[src/rtl/timer_pkg.sv]
// Shared types, digit limits and the load-time clamp for the BCD countdown timer.
package timer_pkg;

  typedef enum logic [1:0] {IDLE, RUN, PAUSE, DONE} state_t;

  typedef struct packed {
    logic [3:0] min_t;
    logic [3:0] min_o;
    logic [3:0] sec_t;
    logic [3:0] sec_o;
  } bcd_time_t;

  localparam logic [3:0] BCD_MAX      = 4'd9;
  localparam logic [3:0] SEC_TENS_MAX = 4'd5;

  function automatic logic [3:0] clamp_digit(input logic [3:0] d, input logic [3:0] lim);
    return (d > lim) ? lim : d;
  endfunction

endpackage

[src/rtl/bcd_digit_dec.sv]
// One BCD digit of the borrow chain: decrements when enabled, wrapping 0 -> WRAP with a borrow.
module bcd_digit_dec #(
  parameter logic [3:0] WRAP = 4'd9
) (
  input  logic [3:0] digit,
  input  logic       dec_en,
  output logic [3:0] digit_next,
  output logic       borrow
);

  always_comb begin
    digit_next = digit;
    borrow     = 1'b0;
    if (dec_en) begin
      if (digit == 4'd0) begin
        digit_next = WRAP;
        borrow     = 1'b1;
      end else begin
        digit_next = digit - 4'd1;
      end
    end
  end

endmodule

[src/rtl/countdown_timer.sv]
// MM:SS BCD countdown timer stepped by rising edges of a 1 Hz level; load/start/pause/expire FSM.
module countdown_timer
  import timer_pkg::*;
#(
  parameter int MAX_MIN_TENS = 9
) (
  input  logic       clk,
  input  logic       reset_n,
  input  logic       slow_clk,
  input  logic       start,
  input  logic       stop,
  input  logic       load,
  input  logic [3:0] ld_min_t,
  input  logic [3:0] ld_min_o,
  input  logic [3:0] ld_sec_t,
  input  logic [3:0] ld_sec_o,
  output logic [3:0] min_t,
  output logic [3:0] min_o,
  output logic [3:0] sec_t,
  output logic [3:0] sec_o,
  output logic       running,
  output logic       done,
  output logic       alarm
);

  localparam logic [3:0] MIN_TENS_LIM = 4'(MAX_MIN_TENS);

  state_t    state, state_n;
  bcd_time_t cur, cur_n, dec_val;
  logic      slow_q, tick, dec_en;
  logic      alarm_n, done_n;
  logic      b_so, b_st, b_mo, b_mt;

  assign tick   = slow_clk & ~slow_q;
  assign dec_en = (state == RUN) && !load && !stop && tick;

  bcd_digit_dec #(.WRAP(BCD_MAX)) u_sec_o (
    .digit(cur.sec_o), .dec_en(dec_en), .digit_next(dec_val.sec_o), .borrow(b_so));
  bcd_digit_dec #(.WRAP(SEC_TENS_MAX)) u_sec_t (
    .digit(cur.sec_t), .dec_en(b_so), .digit_next(dec_val.sec_t), .borrow(b_st));
  bcd_digit_dec #(.WRAP(BCD_MAX)) u_min_o (
    .digit(cur.min_o), .dec_en(b_st), .digit_next(dec_val.min_o), .borrow(b_mo));
  bcd_digit_dec #(.WRAP(MIN_TENS_LIM)) u_min_t (
    .digit(cur.min_t), .dec_en(b_mo), .digit_next(dec_val.min_t), .borrow(b_mt));

  always_comb begin
    state_n = state;
    cur_n   = cur;
    alarm_n = alarm;
    done_n  = 1'b0;
    if (load) begin
      cur_n.min_t = clamp_digit(ld_min_t, MIN_TENS_LIM);
      cur_n.min_o = clamp_digit(ld_min_o, BCD_MAX);
      cur_n.sec_t = clamp_digit(ld_sec_t, SEC_TENS_MAX);
      cur_n.sec_o = clamp_digit(ld_sec_o, BCD_MAX);
      alarm_n     = 1'b0;
      state_n     = IDLE;
    end else begin
      case (state)
        IDLE:  if (start && (cur != '0)) state_n = RUN;
        RUN: begin
          if (stop) begin
            state_n = PAUSE;
          end else if (dec_en && !b_mt) begin
            // A borrow out of the minutes-tens digit cannot occur; hold rather than wrap.
            cur_n = dec_val;
            if (dec_val == '0) begin
              state_n = DONE;
              done_n  = 1'b1;
              alarm_n = 1'b1;
            end
          end
        end
        PAUSE: if (start) state_n = RUN;
        DONE: begin
          if (start || stop) begin
            state_n = IDLE;
            alarm_n = 1'b0;
          end
        end
        default: state_n = IDLE;
      endcase
    end
  end

  always_ff @(posedge clk or negedge reset_n) begin
    if (!reset_n) begin
      state   <= IDLE;
      cur     <= '0;
      slow_q  <= 1'b0;
      alarm   <= 1'b0;
      done    <= 1'b0;
      running <= 1'b0;
    end else begin
      state   <= state_n;
      cur     <= cur_n;
      slow_q  <= slow_clk;
      alarm   <= alarm_n;
      done    <= done_n;
      running <= (state_n == RUN);
    end
  end

  assign min_t = cur.min_t;
  assign min_o = cur.min_o;
  assign sec_t = cur.sec_t;
  assign sec_o = cur.sec_o;

endmodule

[config.mk]
export PLATFORM = sky130hd
export DESIGN_NAME = countdown_timer
export DESIGN_NICKNAME = d
export VERILOG_FILES = /design/src/rtl/timer_pkg.sv /design/src/rtl/bcd_digit_dec.sv /design/src/rtl/countdown_timer.sv
export SDC_FILE = /design/constraint.sdc
export NUM_CORES = 1
export LEC_CHECK = 0
export CORE_ASPECT_RATIO = 1.75
export CORE_MARGIN = 2
export CORE_UTILIZATION = 46
export DETAILED_ROUTE_END_ITERATION = 6
export GPL_TIMING_DRIVEN = 1
export PLACE_DENSITY = 0.84
export SETUP_SLACK_MARGIN = 0.15
export SLEW_MARGIN = 20
export SYNTH_ARGS = -nofsm -noshare
export SYNTH_HDL_FRONTEND = slang
export SYNTH_SLANG_ARGS = --single-unit
export TNS_END_PERCENT = 1
[constraint.sdc]
create_clock -name clk -period 2.46 [get_ports clk]
set_input_delay 0.369 -clock clk [delete_from_list [all_inputs] [get_ports clk]]
set_output_delay 0.369 -clock clk [all_outputs]
set_load 0.01 [all_outputs]
# --- Yosys cells after proc, flatten, opt, wreduce, memory -nomap -nowiden ---
# Cells that the tools add are included.
totals:
  ff_bits: 22
  out_inout_bits: 19
op_classes:
  add_sub_neg: 4
  order_cmp: 4
  eq_ne: 9
  muxes: 43
  bitwise_logic: 2
  reduce_logical: 21
op_table:
  columns: ["operator", "n"]
  rows:
  - ["two-way mux 16 bit", 4]
  - ["two-way mux 4 bit", 12]
  - ["two-way mux 1 bit", 18]
  - ["logical NOT 16 bit", 1]
  - ["logical NOT 4 bit", 4]
  - ["nonzero test 16 bit", 1]
  - ["subtractor 4 x 1 -> 4 bit (second input constant)", 4]
  - ["two-way mux 2 bit", 7]
  - ["> comparator 4 bit (second input constant)", 3]
  - ["one-hot mux 2 bit (4 select lines)", 1]
  - ["inequality test 3 x 2 -> 1 bit (second input constant)", 2]
  - ["inequality test 3 bit (second input constant)", 2]
  - ["logical AND 1 bit", 5]
  - ["AND reduction 5 bit", 1]
  - ["== test 2 x 1 -> 1 bit (second input constant)", 2]
  - ["== test 2 bit (second input constant)", 2]
  - ["> comparator 4 x 3 -> 1 bit (second input constant)", 1]
  - ["nonzero test 2 bit", 2]
  - ["logical NOT 1 bit", 3]
  - ["AND reduction 3 bit", 1]
  - ["nonzero test 3 bit", 1]
  - ["logical NOT 2 bit", 1]
  - ["inequality test 2 x 1 -> 1 bit (second input constant)", 1]
  - ["one-hot mux 1 bit (2 select lines)", 1]
  - ["other kinds (3)", 3]

# --- Longest topological paths before layout ---
# Gate-level depths: netlist of run 1.
logic_depth:
  ltp_word: 15
  ltp_mapped: 6

# --- Hierarchy ---
# From an unflattened synthesis of run 1, not the netlist that was laid out.
hier_totals:
  cells_unflattened: 166
  hier_area_um2: 1450.1
modules_own_cells:
  columns: ["mod", "n_inst", "cells_each", "area_each_um2", "seq_area_each_um2"]
  rows:
  - ["countdown_timer", 1, 124, 1154.9, 550.5]
  - ["bcd_digit_dec at u_min_o ...", 3, 11, 78.8, 0.0]
  - ["bcd_digit_dec at u_sec_t", 1, 9, 58.8, 0.0]

# --- Least setup slack after synthesis of run 1 ---
# No wires, ideal clock.
synth_path:
  path_kind: "register to register"
  from: "register cur, in the netlist sec_o[3]"
  to: "register cur, in the netlist min_o[1]"
  setup_time_ns: 0.131
  t_arrival_ns: 1.869
  required_ns: 2.329
  setup_slack_ns: 0.461
  stages_incl_launch_ff: 7
  period_less_slack_ns: 1.999
  path_cell_list: "dfrtp_1 or3_1 or4_4 o211a_1 nor2b_4 mux2i_1 o21ai_1"
synth_via:
  elab_chain_len: 10
  word_cells_on_any_way: 15
synth_lines:
  columns: ["item", "line", "rtl"]
  rows:
  - ["from (decl)", "countdown_timer.sv:29", "bcd_time_t cur, cur_n, dec_val;"]
  - ["from (signal assigned)", "countdown_timer.sv:96", "cur <= cur_n;"]
  - ["logical NOT 4 bit (*)", "bcd_digit_dec.sv:15", "if (digit == 4'd0) begin"]
  - ["two-way mux 1 bit (*)", "bcd_digit_dec.sv:15", null]
  - ["two-way mux 1 bit (*) (2 in series)", "bcd_digit_dec.sv:14", "if (dec_en) begin"]
  - ["two-way mux 1 bit (2 in series)", "bcd_digit_dec.sv:14", null]
  - ["logical NOT 1 bit", "countdown_timer.sv:64", "end else if (dec_en && !b_mt) begin"]
  - ["logical AND 1 bit", "countdown_timer.sv:64", null]
  - ["nonzero test 2 bit (no source line)", null, null]
  - ["AND reduction 3 bit (no source line)", null, null]
# Mark *: on every way between the ends. The rest lies on a longest branch, timed or not. The select of a mux whose other input is x is not followed.
# A chain may end at the register's enable or synchronous reset.

# --- Final worst setup path of run 1 ---
layout_path:
  from: "input port stop"
  to: "register cur, in the netlist sec_t[1]"
layout_via:
  elab_chain_len: 11
  word_cells_on_any_way: 17
layout_lines:
  columns: ["item", "line", "rtl"]
  rows:
  - ["from (decl)", "countdown_timer.sv:11", "input logic stop,"]
  - ["logical NOT 1 bit", "countdown_timer.sv:35", "assign dec_en = (state == RUN) && !load && !stop && tick;"]
  - ["logical AND 1 bit (2 in series)", "countdown_timer.sv:35", null]
  - ["two-way mux 1 bit (4 in series)", "bcd_digit_dec.sv:14", null]
  - ["logical NOT 1 bit", "countdown_timer.sv:64", null]
  - ["logical AND 1 bit", "countdown_timer.sv:64", null]
  - ["nonzero test 2 bit (no source line)", null, null]
  - ["AND reduction 3 bit (no source line)", null, null]
# Parallel ways exist; a longest one is shown, timed or not. The select of a mux whose other input is x is not followed.

==> results of run 1 <==
## power by group
part | leakage (nW) | internal, W | switching (W)
registers | 0.278 | 0.000386 | 0.0000469
logic | 0.458 | 0.000117 | 0.0000933
clock network | 0.0357 | 0.000217 | 0.000119
## stage by stage
step           instance area (µm²)   util  setup WS (ps)
2_1_floorplan                 1310      -            461
3_3_place_gp                  1840  0.677            105
3_5_place_dp                  1840  0.677           35.5
4_1_cts                       1910  0.703            232
5_1_grt                       1920  0.707            177
6_report                      1920  0.707            278
## layout make-up
type / count / area, µm²
tap: 27 / 33.8
sequential: 22 / 551
inverter: 5 / 18.8
fill: 210 / 797
timing repair buffer: 54 / 505
multi-input combinational: 119 / 744
clock buffer: 3 / 41.3
clock inverter: 1 / 30.0
## worst max-delay path, cell delays in order
cell	delay (ps)
clkdlybuf4s50_1	450
or4b_1	580
nor2_4	180
o21ai_2	120
and2_1	220
a32oi_1	230
o21ai_0	140
## metal layers
| metal | wire length (µm) | track usage | up-vias | share of wire |
|---|---|---|---|---|
| li1 | - | - | 667 | - |
| met1 | 1490 | 0.280 | 698 | 0.38 |
| met2 | 2130 | 0.482 | 43 | 0.55 |
| met3 | 158 | 0.0408 | 14 | 0.041 |
| met4 | 104 | 0.118 | 0 | 0.027 |
| met5 | 0 | 0 | - | 0 |
## state kept, by name (all words and copies together), names as in the netlist
register and count:
alarm 1, done 1, min_o 4, min_t 4, running 1, sec_o 4
sec_t 4, slow_q 1, state 2
## layout by cell type (no fill, tap or decap), types with 5 or more instances in the layout
cell type | netlist | routed
nor2_1 | 15 | 15
buf_4 | 0 | 14
inv_1 | 5 | 5
clkdlybuf4s50_1 | 0 | 40
o21ai_0 | 11 | 11
nand3_1 | 5 | 5
dfrtp_1 | 22 | 22
nand2_1 | 20 | 20
## logic make-up (layout without fill, tap and decap cells)
| kind of cell | count (synthesis) | count (layout) | share of synthesized area |
|---|---|---|---|
| buf+inv | 8 | 63 | 0.0229 |
| mux | 5 | 5 | 0.0390 |
| xor+xnor | 2 | 2 | 0.0133 |
| flops | 22 | 22 | 0.419 |
| compound gates | 43 | 43 | 0.216 |
| simple gates | 69 | 69 | 0.290 |
## worst max-delay path by stage
stage / start / endpoint / cells past startpoint
6_report: stop / sec_t[1] / 7
5_1_grt: stop / sec_t[1] / 7
4_1_cts: stop / sec_t[1] / 7
3_5_place_dp: stop / sec_t[1] / 7
3_3_place_gp: load / min_o[1] / 7
2_1_floorplan: sec_o[3] / min_o[1] / 6
## timing repair
item / CTS / global route
hold endpoints to repair: 0 / 0
endpoints found under the setup margin: 0 / 2
setup buffers: 0 / 0
gates resized for setup: 0 / 2
==> summary.md, run 1 <==
| Metric | Value |
|---|---|
| Placed Cells | `approximately 230` |
| Antenna cells | `0` |
| Antenna violations before repair | `0` |
| Critical path fanouts, max | `6` |
| Post-synthesis sequential area ratio | `0.419` |
| CTS tree | `done` |
| Post-synth net total | `between 150 and 200` |
| Fmax | `~0.46 GHz` |
| Slew HR | `0.709` |
| Via count | `roughly 1400` |
| Biggest area consumer among synthesized cells | `dfrtp_1` |
| Area growth, synth to finish | `46.5%` |
| Max-slew violation count | `0` |
| Htree depth | `1` |
| Post-synth EDFFs | `0` |
| CTS buffer count | `3` |
| Setup CP Type | `input pin to register` |
| Crit path DAT | `approximately 2300 ps` |
| Reg2Reg Setup Slack | `300 ps` |
| Wire per inst | `roughly 17 µm` |
| Placer congestion estimate | `~0.84` |
| Path depth of the worst reg2reg path | `7` |
| RSZ-0062 raised after global routing | `no` |
| Residual DRC count | `0` |
| Core area | `approximately 2700 µm²` |
| Final critical-path share of the clock period | `0.887` |
| Dpl hpwl | `roughly 2900 µm` |
| Worst r2r src | `sec_o[3]` |
| Die height | `approximately 75 µm` |
| VDD IR-drop max | `approximately 430 µV` |
| Number of port buffers | `40` |
| Clock slew at reported path FFs | `approximately 80 ps` |
| Ys Warns | `0` |
| Synth async-reset ratio | `1.00` |
| Final number of hold-violating endpoints | `0` |
| Die ar. | `between 3000 and 4000 µm²` |
| CTS Hold Bufs | `0` |
| Pwr per Cell Area | `just over 500 nW/µm²` |
| Pre-Repair DR Iteration Count | `4` |
| Worst-skew pair later-pin latency | `260 ps` |
| Syn avg cell area | `a little under 9 µm²` |
| Post-synth cell types | `between 40 and 50` |
| Status | `complete, no violations` |
| Critical Path Sink Type | `register` |
| Worst-margin pin slew | `~430 ps` |
| GR Overflow Total | `0` |
| Power Total | `0.000980 W` |
| Critical Path RT | `about 2600 ps` |
| Setup tns final | `0 ps` |
| Non-filler cells, final | `around 230` |
| Number of global-route vias before repair | `between 1000 and 1500` |
| DR vias/cell | `around 6.2` |
| FF+latch count, synth | `22` |
| Root Buffer Master | `clkbuf_8` |
| Die X-Extent | `roughly 44 µm` |
| Top cells by area, synth | `dfrtp_1 (42%), nand2_1 (5.7%), nor2_1 (4.3%)` |
| Max_cap viols | `0` |
| Most common cell in the synthesized netlist | `dfrtp_1` |
| Post-synth top area share | `0.419` |
| Setup Skew | `7.81 ps` |
| RR Endpoint | `sec_t[0]` |
| Initial DRC Count | `29` |
| Final setup viols | `0` |
| Initial Util | `0.483` |
| Netlist Area Pre-Place | `approximately 1300 µm²` |
| Leakage | `between 0.7 and 0.8 nW` |
| Fin nets | `227` |
| Ys flop type | `dfrtp_1` |
| Placement Rows | `25` |
| Final WL | `just under 4000 µm` |
| Share of layout cells above drive strength 1 | `0.137` |
| CTS sink cnt | `22` |
| I/O pin total | `approximately 40` |
| Max clock buf depth | `2` |
| Fin crit period | `between 2000 and 2500 ps` |
| First-pass GRT wire length | `6490 µm` |
| Syn Inst Count | `~150` |
| Fin Hold WS | `between 400 and 500 ps` |
| Total global-route track usage | `0.260` |
| Synth cell count leaders | `dfrtp_1 (22), nand2_1 (20), nor2_1 (15), o21ai_0 (11)` |
| Startpoint Class | `input pin` |
| Worst Hold Class | `input pin to async pin` |
| Routed Antenna Nets | `0` |
| Largest net degree at the start of global routing | `23` |
Power figures use the tool's default switching activity.
==> run 2, diff against run 1 <==
--- a/config.mk
+++ b/config.mk
@@ -10,7 +10,7 @@
 export CORE_UTILIZATION = 46
 export DETAILED_ROUTE_END_ITERATION = 6
 export GPL_TIMING_DRIVEN = 1
-export PLACE_DENSITY = 0.84
+export PLACE_DENSITY_LB_ADDON = 0.3
 export SETUP_SLACK_MARGIN = 0.15
 export SLEW_MARGIN = 20
 export SYNTH_ARGS = -nofsm -noshare
==> summary.md, run 2 (synthesized netlist as in run 1, its figures left out) <==
| Metric | Value |
|---|---|
| Reg2Reg Setup Slack | `360 ps (+60 ps)` |
| Fin nets | `224 (-1.3%)` |
| Critical Path Slowest Stage Cell | `or4b_1` |
| CP cell instances | `clkdlybuf4s50_1 -> or4b_1 -> nor2_2 -> a31oi_1 -> a31oi_1 -> nand4_2 -> and3_1` |
| Worst Hold Class | `input pin to async pin` |
| Max clock buf depth | `2 (unchanged)` |
| Setup CP Type | `input pin to register` |
| Die ar. | `3320 µm² (unchanged)` |
| Max_cap viols | `0 (unchanged)` |
| Number of port buffers | `40 (unchanged)` |
| Root Buffer Master | `clkbuf_8` |
| Path depth of the worst reg2reg path | `7 (unchanged)` |
| Worst-skew pair later-pin latency | `260 ps (about the same)` |
| Final WL | `3630 µm (-6.7%)` |
| Placer congestion estimate | `0.867 (+3.7%)` |
| Critical Path RT | `2620 ps (+30 ps)` |
| Largest net degree at the start of global routing | `23 (unchanged)` |
| Number of fill cells | `220 (+4.8%)` |
| Crit path DAT | `2380 ps (+70 ps)` |
| Leakage | `0.748 nW (-3.0%)` |
| First-pass GRT wire length | `5870 µm (-9.6%)` |
| DR vias/cell | `6.13 (-0.39%)` |
| Non-filler cells, final | `228 (-1.3%)` |
| Wire per inst | `15.9 µm (-5.5%)` |
| Worst-margin pin slew | `419 ps (-13.0 ps)` |
| RSZ-0062 raised after global routing | `no` |
| Worst r2r src | `sec_o[3]` |
| Most frequent cells in the layout | `clkdlybuf4s50_1 (40), dfrtp_1 (22), nand2_1 (20)` |
| Initial DRC Count | `47 (+62%)` |
| RR Endpoint | `sec_t[0]` |
| Antenna violations before repair | `0 (unchanged)` |
| Critical path fanouts, max | `7 (+1)` |
| Routed Antenna Nets | `0 (unchanged)` |
| Dpl hpwl | `2770 µm (-3.3%)` |
| Number of global-route vias before repair | `1349 (-9.0%)` |
| Via count | `1398 (-1.7%)` |
| CTS Hold Bufs | `0 (unchanged)` |
| WP buf/inv | `1 (unchanged)` |
| Clock slew at reported path FFs | `80 ps (about the same)` |
| CTS buffer count | `3 (unchanged)` |
| Placement Rows | `25 (unchanged)` |
| Critical Path Sink Type | `register` |
| Fin crit period | `2220 ps (+37.4 ps)` |
| VDD IR-drop max | `381 µV (-11%)` |
| Commonest non-fill, non-tap cell in the layout | `clkdlybuf4s50_1` |
| Pre-Repair DR Iteration Count | `4 (unchanged)` |
| Setup Skew | `1.39 ps (-6.43 ps)` |
| Power Total | `0.000901 W (-8.1%)` |
| GR Overflow Total | `0 (unchanged)` |
| Startpoint Class | `input pin` |
| Slew HR | `0.717 (+0.00739)` |
| CP max stage delay | `590 ps (about the same)` |
| Max-slew violation count | `0 (unchanged)` |
| Residual DRC count | `0 (unchanged)` |
| Total global-route track usage | `0.239 (-0.0210)` |
| Die X-Extent | `44.4 µm (unchanged)` |
| Die height | `74.7 µm (unchanged)` |
| Final number of hold-violating endpoints | `0 (unchanged)` |
| Final setup viols | `0 (unchanged)` |
| Area growth, synth to finish | `43.1%` |
| CTS tree | `done` |
| Final critical-path share of the clock period | `0.902 (+0.0152)` |
| Antenna cells | `0 (unchanged)` |
| Status | `complete, no violations` |
| Share of layout cells above drive strength 1 | `0.124 (-0.0129)` |
| Setup tns final | `0 ps (unchanged)` |
| CP top delay family | `simple AND/OR/NAND/NOR gates` |
| Htree depth | `1 (unchanged)` |
| Initial Util | `0.483 (unchanged)` |
| Placed Cells | `224 (-1.3%)` |
| CP Depth | `7 (unchanged)` |
| CTS sink cnt | `22 (unchanged)` |
| I/O pin total | `41 (unchanged)` |
| Worst path most repeated cell | `a31oi_1` |
| Core area | `2720 µm² (unchanged)` |
| Pwr per Cell Area | `479 nW/µm² (-5.9%)` |
| Fmax | `0.451 GHz (-1.7%)` |
## run 2: changes by cell type in the layout (fill, tap and decap cells not counted)
cell and change:
nor2_4 -1, clkbuf_8 +1, nor2_2 +1, buf_4 -3, bufinv_16 -1
## run 2: stage by stage
step	utilization	setup WS [ps]	instance area (µm²)	hold slack, ps
finish	0.691	241	1880	448
global route	0.691	150	1880	480
CTS	0.689	246	1870	461
detailed placement	0.669	-25.7	1820	498
global placement	0.669	53.9	1820	497
floorplan	-	461	1310	73.4
## run 2: cell type report
type                    count  area [µm²]  share of cell area
multi-input cells         119         739               0.393
flip-flops and latches     22         551               0.293
repair buffers             51         483               0.257
clock buffers               4        55.1              0.0293
well taps                  27        33.8              0.0180
inverters                   5        18.8             0.00998
## run 2: layer usage
metal	GRT usage	vias to the layer above	wire (µm)
met4	0.101	0	55
met1	0.271	666	1370
met2	0.435	60	2010
li1	-	663	-
met5	0	-	0
met3	0.0336	9	185
## run 2: timing repair
| action | 4_1_cts | 5_1_grt |
|---|---|---|
| hold endpoints to repair | 0 | 0 |
| setup buffers | 0 | 0 |
| endpoints found under the setup margin | 0 | 1 |
| gates resized for setup | 0 | 1 |
## run 2: how the worst max path moves through the flow
stage | endpoint | start
detailed placement | min_o[1] | load
global placement | min_o[1] | load
global route | sec_t[1] | load
floorplan | min_o[1] | sec_o[3]
CTS | min_o[1] | load
finish | running | load
## run 2: power breakdown
| part | switching [W] | internal, W | leakage (nW) |
|---|---|---|---|
| Combinational | 0.0000906 | 0.000116 | 0.441 |
| Clock | 0.000120 | 0.000143 | 0.0288 |
| Sequential | 0.0000451 | 0.000386 | 0.278 |
| Total | 0.000256 | 0.000645 | 0.748 |
==> run 3, diff against run 2 <==
--- a/config.mk
+++ b/config.mk
@@ -10,7 +10,7 @@
 export CORE_UTILIZATION = 46
 export DETAILED_ROUTE_END_ITERATION = 6
 export GPL_TIMING_DRIVEN = 1
-export PLACE_DENSITY_LB_ADDON = 0.3
+export PLACE_DENSITY = 0.76
 export SETUP_SLACK_MARGIN = 0.15
 export SLEW_MARGIN = 20
 export SYNTH_ARGS = -nofsm -noshare
==> summary.md, run 3 (synthesized netlist as in run 1, its figures left out) <==
| Metric | Value |
|---|---|
| Status | `complete, no violations` |
| Placed Cells | `222 (-0.89%)` |
| Number of global-route vias before repair | `1414 (+4.8%)` |
| Worst-skew pair later-pin latency | `260 ps (about the same)` |
| Multi-input logic area | `746 µm² (+0.85%)` |
| Pwr per Cell Area | `462 nW/µm² (-3.6%)` |
| Final critical-path share of the clock period | `0.915 (+0.0129)` |
| Share of layout cells above drive strength 1 | `0.116 (-0.00822)` |
| Final setup viols | `0 (unchanged)` |
| Setup CP Type | `input pin to register` |
| Critical Path RT | `2610 ps (about the same)` |
| Dpl hpwl | `2710 µm (-2.1%)` |
| Wire per inst | `16.1 µm (+1.2%)` |
| Antenna cells | `0 (unchanged)` |
| Largest net degree at the start of global routing | `23 (unchanged)` |
| CTS tree | `done` |
| Routed Antenna Nets | `0 (unchanged)` |
| I/O pin total | `41 (unchanged)` |
| VDD IR-drop max | `434 µV (+14%)` |
| Antenna violations before repair | `0 (unchanged)` |
| Die X-Extent | `44.4 µm (unchanged)` |
| Max-slew violation count | `0 (unchanged)` |
| Worst-margin pin slew | `406 ps (-13.0 ps)` |
| Via count | `1403 (+0.36%)` |
| Fin crit period | `2250 ps (+31.6 ps)` |
| Critical Path Sink Type | `register` |
| Crit path DAT | `2400 ps (+20 ps)` |
| Area growth, synth to finish | `41.4%` |
| RSZ-0062 raised after global routing | `yes` |
| Number of fill cells | `232 (+5.5%)` |
| Total global-route track usage | `0.244 (+0.00577)` |
| Most frequent cells in the layout | `clkdlybuf4s50_1 (40), dfrtp_1 (22), nand2_1 (20)` |
| Clock slew at reported path FFs | `80 ps (about the same)` |
| Setup Skew | `3.04 ps (+1.65 ps)` |
| CTS Hold Bufs | `0 (unchanged)` |
| Die height | `74.7 µm (unchanged)` |
| Placer congestion estimate | `0.860 (-0.77%)` |
| DR vias/cell | `6.24 (+1.7%)` |
| Residual DRC count | `0 (unchanged)` |
| Final WL | `3620 µm (-0.11%)` |
| Placement Rows | `25 (unchanged)` |
| GR Overflow Total | `0 (unchanged)` |
| Slew HR | `0.722 (+0.00561)` |
| Critical path fanouts, max | `7 (unchanged)` |
| Post-CTS Setup Bufs | `0 (unchanged)` |
| Fin Hold WS | `463 ps (+15.7 ps)` |
| Fin nets | `222 (-0.89%)` |
| CTS resizes | `0 (unchanged)` |
| Max_cap viols | `0 (unchanged)` |
| CTS sink cnt | `22 (unchanged)` |
| First-pass GRT wire length | `6090 µm (+3.8%)` |
| Reg area | `551 µm² (unchanged)` |
| Non-filler cells, final | `225 (-1.3%)` |
| Initial DRC Count | `54 (+15%)` |
| Die ar. | `3320 µm² (unchanged)` |
| Max clock buf depth | `2 (unchanged)` |
| Number of port buffers | `40 (unchanged)` |
| Commonest non-fill, non-tap cell in the layout | `clkdlybuf4s50_1` |
| Core area | `2720 µm² (unchanged)` |
| Htree depth | `1 (unchanged)` |
| Worst Hold Class | `input pin to async pin` |
| Pre-Repair DR Iteration Count | `4 (unchanged)` |
| Leakage | `0.733 nW (-2.0%)` |
| Final number of hold-violating endpoints | `0 (unchanged)` |
| Fmax | `0.444 GHz (-1.4%)` |
| Startpoint Class | `input pin` |
| Root Buffer Master | `clkbuf_8` |
| Initial Util | `0.483 (unchanged)` |
| CTS buffer count | `3 (unchanged)` |
==> run 3: final cells by class <==
type | count | area share
repair buffers | 49 | 0.252
clock buffers | 3 | 0.0222
well taps | 27 | 0.0182
flip-flops and latches | 22 | 0.296
multi-input cells | 119 | 0.401
inverters | 5 | 0.0101
==> run 3: stage by stage <==
| step | setup slack [ps] | area, µm² | power (W) | TNS, ps | util |
|---|---|---|---|---|---|
| floorplan | 461 | 1310 | 0.000515 | 0 | - |
| global placement | 22.3 | 1800 | 0.000636 | 0 | 0.663 |
| detailed placement | -23.5 | 1800 | 0.000641 | -23.5 | 0.663 |
| CTS | 210 | 1850 | 0.000861 | 0 | 0.678 |
| global route | 104 | 1860 | 0.000904 | 0 | 0.683 |
| finish | 209 | 1860 | 0.000858 | 0 | 0.683 |
==> run 3: routing by layer <==
metal / up-vias / share of wire / global-route usage
met5: - / 0 / 0
met4: 0 / 0.048 / 0.148
met3: 22 / 0.057 / 0.0360
met2: 62 / 0.51 / 0.433
met1: 660 / 0.39 / 0.267
li1: 659 / - / -
==> run 3: critical path, cell delays in order <==
cell and delay (ps):
clkdlybuf4s50_1 490, or4b_1 570, nor2_2 280, o211a_1 260, nor2b_4 170, mux2i_1 190, o21ai_1 70
==> run 3: power breakdown <==
group | internal, W | switching, W
registers | 0.000386 | 0.0000421
logic | 0.000116 | 0.0000931
clock network | 0.000109 | 0.000111
==> run 3: final timing paths <==
path / slack [ps] / cells past startpoint / from / endpoint
worst max-delay path: 210 / 7 / stop / min_o[1]
worst min-delay path: 460 / 2 / reset_n / slow_q
worst max register to register: 270 / 7 / sec_o[3] / sec_t[0]
worst min register to register: 520 / 2 / alarm / alarm
max in group asynchronous: 1770 / 2 / reset_n / alarm
min in group clk: 520 / 2 / alarm / alarm
